[src/rtl/cnn_pkg.sv]
`default_nettype none
// ============================================================================
// Module   : cnn_pkg
// Brief    : Shared widths, accumulator FSM state and round/saturate helpers.
// Revision : 1.0
// ============================================================================
package cnn_pkg;

  localparam int PROD_WIDTH_DEF = 22;
  localparam int OUT_WIDTH_DEF  = 14;

  typedef enum logic [0:0] {
    ST_ACC = 1'b0,
    ST_OUT = 1'b1
  } state_e;

  function automatic longint sat_max(input int w);
    return (longint'(1) <<< (w - 1)) - longint'(1);
  endfunction

  function automatic longint sat_min(input int w);
    return -(longint'(1) <<< (w - 1));
  endfunction

  // Half an LSB of the output format, added before the arithmetic shift.
  function automatic longint round_half(input int s);
    return longint'(1) <<< (s - 1);
  endfunction

endpackage
`default_nettype wire

[src/rtl/cnn_round_sat.sv]
`default_nettype none
// ============================================================================
// Module   : cnn_round_sat
// Brief    : Round-half-up rescale, optional ReLU (CNN_RELU_EN), saturate.
// Revision : 1.0
// ============================================================================
module cnn_round_sat
  import cnn_pkg::*;
#(
  parameter int ACC_WIDTH  = 32,
  parameter int OUT_WIDTH  = OUT_WIDTH_DEF,
  parameter int FRAC_SHIFT = 6
) (
  input  logic signed [ACC_WIDTH-1:0] acc_i,
  output logic signed [OUT_WIDTH-1:0] data_o,
  output logic                        sat_o
);

  localparam logic signed [ACC_WIDTH:0] c_rnd = (ACC_WIDTH+1)'(round_half(FRAC_SHIFT));
  localparam logic signed [ACC_WIDTH:0] c_max = (ACC_WIDTH+1)'(sat_max(OUT_WIDTH));
  localparam logic signed [ACC_WIDTH:0] c_min = (ACC_WIDTH+1)'(sat_min(OUT_WIDTH));

  logic signed [ACC_WIDTH:0] w_ext;
  logic signed [ACC_WIDTH:0] w_sum;
  logic signed [ACC_WIDTH:0] w_r;
  logic signed [ACC_WIDTH:0] w_relu;
  logic                      w_hi;
  logic                      w_lo;

  // One guard bit keeps the rounding add from wrapping at the top of range.
  assign w_ext = (ACC_WIDTH+1)'(acc_i);
  assign w_sum = w_ext + c_rnd;
  assign w_r   = w_sum >>> FRAC_SHIFT;

`ifdef CNN_RELU_EN
  assign w_relu = w_r[ACC_WIDTH] ? '0 : w_r;
`else
  assign w_relu = w_r;
`endif

  assign w_hi = (w_relu > c_max);
  assign w_lo = (w_relu < c_min);

  always_comb begin
    data_o = w_relu[OUT_WIDTH-1:0];
    sat_o  = 1'b0;
    if (w_hi) begin
      data_o = c_max[OUT_WIDTH-1:0];
      sat_o  = 1'b1;
    end else if (w_lo) begin
      data_o = c_min[OUT_WIDTH-1:0];
      sat_o  = 1'b1;
    end
  end

endmodule
`default_nettype wire

[src/rtl/cnn_mac_acc_relu.sv]
`default_nettype none
// ============================================================================
// Module   : cnn_mac_acc_relu
// Brief    : Per-pixel tap accumulator with bias, rescale, ReLU and saturation.
//            ReLU enabled by defining CNN_RELU_EN.
// Revision : 1.0
// ============================================================================
module cnn_mac_acc_relu
  import cnn_pkg::*;
#(
  parameter int PROD_WIDTH = PROD_WIDTH_DEF,
  parameter int OUT_WIDTH  = OUT_WIDTH_DEF,
  parameter int ACC_WIDTH  = 32,
  parameter int NUM_TAPS   = 25,
  parameter int FRAC_SHIFT = 6
) (
  input  logic                         ap_clk,
  input  logic                         ap_rst_n,
  input  logic                         prod_valid,
  output logic                         prod_ready,
  input  logic signed [PROD_WIDTH-1:0] prod_data,
  input  logic                         prod_last,
  input  logic signed [OUT_WIDTH-1:0]  bias,
  output logic                         out_valid,
  input  logic                         out_ready,
  output logic signed [OUT_WIDTH-1:0]  out_data,
  output logic                         out_sat,
  output logic                         tap_err
);

  localparam int             CNT_W    = (NUM_TAPS > 1) ? $clog2(NUM_TAPS) : 1;
  localparam logic [CNT_W-1:0] c_last_tap = CNT_W'(NUM_TAPS - 1);

  generate
    if (ACC_WIDTH < PROD_WIDTH + $clog2(NUM_TAPS) + 1) begin : g_acc_width_err
      $error("ACC_WIDTH too small for PROD_WIDTH and NUM_TAPS");
    end
    if (NUM_TAPS < 1 || FRAC_SHIFT < 1) begin : g_param_err
      $error("NUM_TAPS and FRAC_SHIFT must be >= 1");
    end
  endgenerate

  state_e                        state_q, state_d;
  logic                          prod_ready_q, prod_ready_d;
  logic                          out_valid_q, out_valid_d;
  logic [CNT_W-1:0]              tap_cnt_q, tap_cnt_d;
  logic signed [ACC_WIDTH-1:0]   acc_q, acc_d;
  logic signed [OUT_WIDTH-1:0]   out_data_q, out_data_d;
  logic                          out_sat_q, out_sat_d;
  logic                          tap_err_q, tap_err_d;

  logic                          w_fire;
  logic                          w_last_tap;
  logic signed [ACC_WIDTH-1:0]   w_bias_ext;
  logic signed [ACC_WIDTH-1:0]   w_bias_sh;
  logic signed [ACC_WIDTH-1:0]   w_prod_ext;
  logic signed [OUT_WIDTH-1:0]   w_rs_data;
  logic                          w_rs_sat;

  assign w_fire     = prod_valid && prod_ready_q;
  assign w_last_tap = (tap_cnt_q == c_last_tap);
  assign w_bias_ext = ACC_WIDTH'(bias);
  assign w_bias_sh  = w_bias_ext <<< FRAC_SHIFT;
  assign w_prod_ext = ACC_WIDTH'(prod_data);

  always_ff @(posedge ap_clk or negedge ap_rst_n) begin
    if (!ap_rst_n) state_q <= ST_ACC;
    else           state_q <= state_d;
  end

  // The tap counter, not prod_last, decides where a window ends.
  always_comb begin
    state_d = state_q;
    case (state_q)
      ST_ACC:  if (w_fire && w_last_tap) state_d = ST_OUT;
      ST_OUT:  if (out_ready)            state_d = ST_ACC;
      default: state_d = ST_ACC;
    endcase
  end

  always_comb begin
    prod_ready_d = (state_d == ST_ACC);
    out_valid_d  = (state_d == ST_OUT);
  end

  always_comb begin
    acc_d      = acc_q;
    tap_cnt_d  = tap_cnt_q;
    out_data_d = out_data_q;
    out_sat_d  = out_sat_q;
    tap_err_d  = w_fire && (prod_last != w_last_tap);
    if (w_fire) begin
      if (tap_cnt_q == '0) acc_d = w_bias_sh + w_prod_ext;
      else                 acc_d = acc_q + w_prod_ext;
      tap_cnt_d = w_last_tap ? '0 : tap_cnt_q + CNT_W'(1);
      if (w_last_tap) begin
        out_data_d = w_rs_data;
        out_sat_d  = w_rs_sat;
      end
    end
  end

  cnn_round_sat #(
    .ACC_WIDTH  (ACC_WIDTH),
    .OUT_WIDTH  (OUT_WIDTH),
    .FRAC_SHIFT (FRAC_SHIFT)
  ) u_round_sat (
    .acc_i  (acc_d),
    .data_o (w_rs_data),
    .sat_o  (w_rs_sat)
  );

  always_ff @(posedge ap_clk or negedge ap_rst_n) begin
    if (!ap_rst_n) begin
      prod_ready_q <= 1'b0;
      out_valid_q  <= 1'b0;
      tap_cnt_q    <= '0;
      acc_q        <= '0;
      out_data_q   <= '0;
      out_sat_q    <= 1'b0;
      tap_err_q    <= 1'b0;
    end else begin
      prod_ready_q <= prod_ready_d;
      out_valid_q  <= out_valid_d;
      tap_cnt_q    <= tap_cnt_d;
      acc_q        <= acc_d;
      out_data_q   <= out_data_d;
      out_sat_q    <= out_sat_d;
      tap_err_q    <= tap_err_d;
    end
  end

  assign prod_ready = prod_ready_q;
  assign out_valid  = out_valid_q;
  assign out_data   = out_data_q;
  assign out_sat    = out_sat_q;
  assign tap_err    = tap_err_q;

endmodule
`default_nettype wire

[config.mk]
export PLATFORM = sky130hd
export DESIGN_NAME = cnn_mac_acc_relu
export DESIGN_NICKNAME = d
export VERILOG_FILES = /design/src/rtl/cnn_pkg.sv /design/src/rtl/cnn_round_sat.sv /design/src/rtl/cnn_mac_acc_relu.sv
export SDC_FILE = /design/constraint.sdc
export NUM_CORES = 1
export LEC_CHECK = 0
export BUFFER_PORTS_ARGS = -buffer_cell sky130_fd_sc_hd__buf_2
export CAP_MARGIN = 20
export CORE_UTILIZATION = 34
export DETAILED_ROUTE_END_ITERATION = 12
export HOLD_SLACK_MARGIN = 0.02
export SLEW_MARGIN = 40
export SYNTH_ARGS = -nofsm -noshare
export SYNTH_HDL_FRONTEND = slang
export SYNTH_SLANG_ARGS = --single-unit
[constraint.sdc]
create_clock -name ap_clk -period 7.86 [get_ports ap_clk]
set_input_delay 1.572 -clock ap_clk [delete_from_list [all_inputs] [get_ports ap_clk]]
set_output_delay 1.572 -clock ap_clk [all_outputs]
set_load 0.05 [all_outputs]
==> impl_metrics.toml <==
[clock_network]
cts_tree = "yes"
clockBufferDepth = 2
cts.clk_slew.worst_paths_ns = 0.08
cts_resized = 0
post-cts-setup-buffers = 0
clk_latency_ns = 0.31
cts_max_level = 2
cts-hold-fix-buffers = 0
clock-sinks = 55
cts_buffers = 5
cts_root_buf = "clkbuf_16"

[synthesis]
synthSimpleGateAreaFrac_pct = 25.24
synth_xor_area_share_pct = 5.281
synth_seq_area_share_pct = 22.43
yosysWarnings = 0
syn_inst = 763
yosys_most_used_dff = "dfrtp_1"
synth_cell_type_count = 91
async_reset_ff_share_pct = 100.0
synth_edf_count = 0
synth_fp_nets = 856
muxShareOfSynthArea_pct = 0.8157
synth_top_family_by_area = "compound AO/OA/AOI/OAI gates"
syn_avg_cell_area_um2 = 8.042
ys_seq_elements = 55
synth_area_um2 = 6136
synthAdderAreaFrac_pct = 10.85
synth-compound-area-share_pct = 31.40

[timing]
worstMarginPinSlew_ns = 0.7736
finalMaxSlewViolations = 0
fmaxAchievable_mhz = 169.4
timing.final.crit_share_pct = 75.10
whs_ns = 0.4934
post-route-min-period_ns = 5.903
setup_violations = 0
slew_headroom_pct = 48.30
hold_violations = 0
tns_ns = 0
rsz0062_at_grt = "false"
fin_skew_ns = 0.006719

[place]
place_inst = 1025
port_buffers = 58
place.gp.congestion = 0.8879
hpwl_um = 14370

[route]
drc = 0
via_per_inst = 5.897
antenna_left = 0
wl_per_cell_um = 17.97
drt_wl_total_um = 18540
dr.first_iter.drc_count = 468
vias = 6086
firstDrtPassIters = 5

[cells_and_area]
drive_gt1_share_pct = 14.62
final_cell_mix = "nor2_1 (79), nand2_1 (67), buf_2 (58), dfrtp_1 (55), a21oi_1 (54)"
diodes = 0
area_growth_syn_to_layout_pct = 10.79
fin_nets = 900
final_common_cell = "nor2_1"
stdcell_count = 1032
fill_cells = 1780

[die]
coreArea_um2 = 17480
fp.dieW_um = 136.3
row_count = 48
die_area_um2 = 18590
initial_utilization_pct = 35.11
die_h_um = 136.3
io_pins = 59

[critical_path]
endpoint_kind = "flop"
ff2ff_setup_slack_ns = 2.72
path_max_fanout = 14
start_kind = "input pin"
crit_arrival_ns = 6.09
crit_type = "input pin to flop"
worstPathRequired_ns = 8.05

[min_path]
holdCritPathClass = "flop to flop"

[global_route]
grt_start_max_net_pins = 56
grt_pass1_vias = 5535
grt_pass1_wl_um = 29700
grt_usage_pct = 20.59
antenna_found_initial = 0
grt_overflow_total = 0

[pwr]
ir_drop_mv = 0.2186
p_leak_nw = 2.829
p_total_mw = 2.746
powerDensity_nw_per_um2 = 403.9

[flow_run]
maxCapViolCount = 0

[run_status]
status = "finished, final reports clean"
flip-flops by register name, indices dropped and copies added, names as in the netlist:
name and flops:
prod_ready 1, tap_cnt_q 5, tap_err 1, out_valid 1, acc_q 32, out_data 14, out_sat 1
kinds of logic (layout without fill, tap and decap cells):
family                     Yosys count  in the layout
and+or+nand+nor                    295            295
AOI/OAI and AO/OA                  261            261
buffers and inverters               58            102
DFF                                 55             55
adders and majority gates           52             52
xor gates and xnor gates            37             37
muxes                                5              5
worst paths after layout:
| kind | start | end | cells after the start |
|---|---|---|---|
| max in group asynchronous | ap_rst_n | out_data[5] | 2 |
| min in group asynchronous | ap_rst_n | acc_q[5] | 2 |
| setup reg to reg | tap_cnt_q[0] | out_data[7] | 15 |
| hold / removal | acc_q[3] | acc_q[3] | 2 |
| hold reg to reg | acc_q[3] | acc_q[3] | 2 |
| setup / recovery | prod_data[6] | out_data[7] | 19 |
power breakdown:
group	internal [mW]	switching, mW
clock network	0.118	0.118
logic	0.733	1.26
registers	0.415	0.0999
critical path, stage by stage:
cell and delay (ns):
buf_2 0.10, ha_1 0.19, inv_1 0.06, fa_1 0.40, and2b_1 0.26, o221ai_1 0.17, a21oi_1 0.36, a31oi_1 0.19
xor2_1 0.19, o221a_2 0.35, inv_1 0.15, o311ai_4 0.18, nor4_4 0.46, nand3_2 0.16, or4b_1 0.52, a22oi_1 0.20
nor4b_4 0.20, buf_4 0.26, o32ai_1 0.12
cells in the mapped netlist, types with 5 or more instances:
library cell / instances / area share, %
and2_1: 7 / 0.71
o21a_1: 9 / 1.1
o32ai_1: 7 / 1.0
nand4_1: 20 / 2.0
nand3_1: 26 / 2.1
o21bai_1: 7 / 0.86
a211oi_1: 13 / 1.6
nor3_1: 23 / 1.9
and3_1: 11 / 1.1
o32ai_2: 8 / 2.1
o21ai_0: 41 / 3.3
o211ai_1: 11 / 1.3
xor2_1: 19 / 2.7
nand3b_1: 6 / 0.73
or3_1: 8 / 0.82
dfrtp_1: 55 / 22
buf_2: 6 / 0.49
ha_1: 50 / 10
nor2_1: 79 / 4.8
xnor2_1: 18 / 2.6
nand2_1: 67 / 4.1
mux2i_1: 5 / 0.82
clkbuf_1: 21 / 1.3
a21oi_1: 54 / 4.4
and4_1: 5 / 0.71
o21ai_1: 7 / 0.57
o22ai_1: 7 / 0.71
nand2b_1: 10 / 1.0
a21o_1: 25 / 3.1
inv_1: 25 / 1.5
a31oi_1: 14 / 1.4
stage by stage:
stage               worst slack [ns]  utilization, %  area [um^2]
floorplan                      2.227               -         6136
global placement               1.692           38.04         6648
detailed placement             1.608           38.04         6648
CTS                            1.929           38.85         6789
global route                   1.622           38.90         6798
finish                         1.957           38.90         6798
metal layers:
layer	vias to the layer above	GRT usage [%]	wire length [um]
li1	2986	-	-
met1	2901	29.19	8858
met2	184	31.19	7970
met3	15	5.220	1520
met4	0	4.198	193
met5	-	0	0
layout make-up:
| type | count | area [um^2] | share of cell area [%] |
|---|---|---|---|
| Tap cell | 225 | 281.5 | 4.141 |
| Clock buffer | 5 | 125.1 | 1.841 |
| Inverter | 25 | 93.84 | 1.380 |
| Sequential cell | 55 | 1376 | 20.25 |
| Clock inverter | 2 | 16.27 | 0.2393 |
| Multi-Input combinational cell | 650 | 4521 | 66.50 |
| Timing Repair Buffer | 70 | 384.1 | 5.651 |
Power figures use the tool's default switching activity.
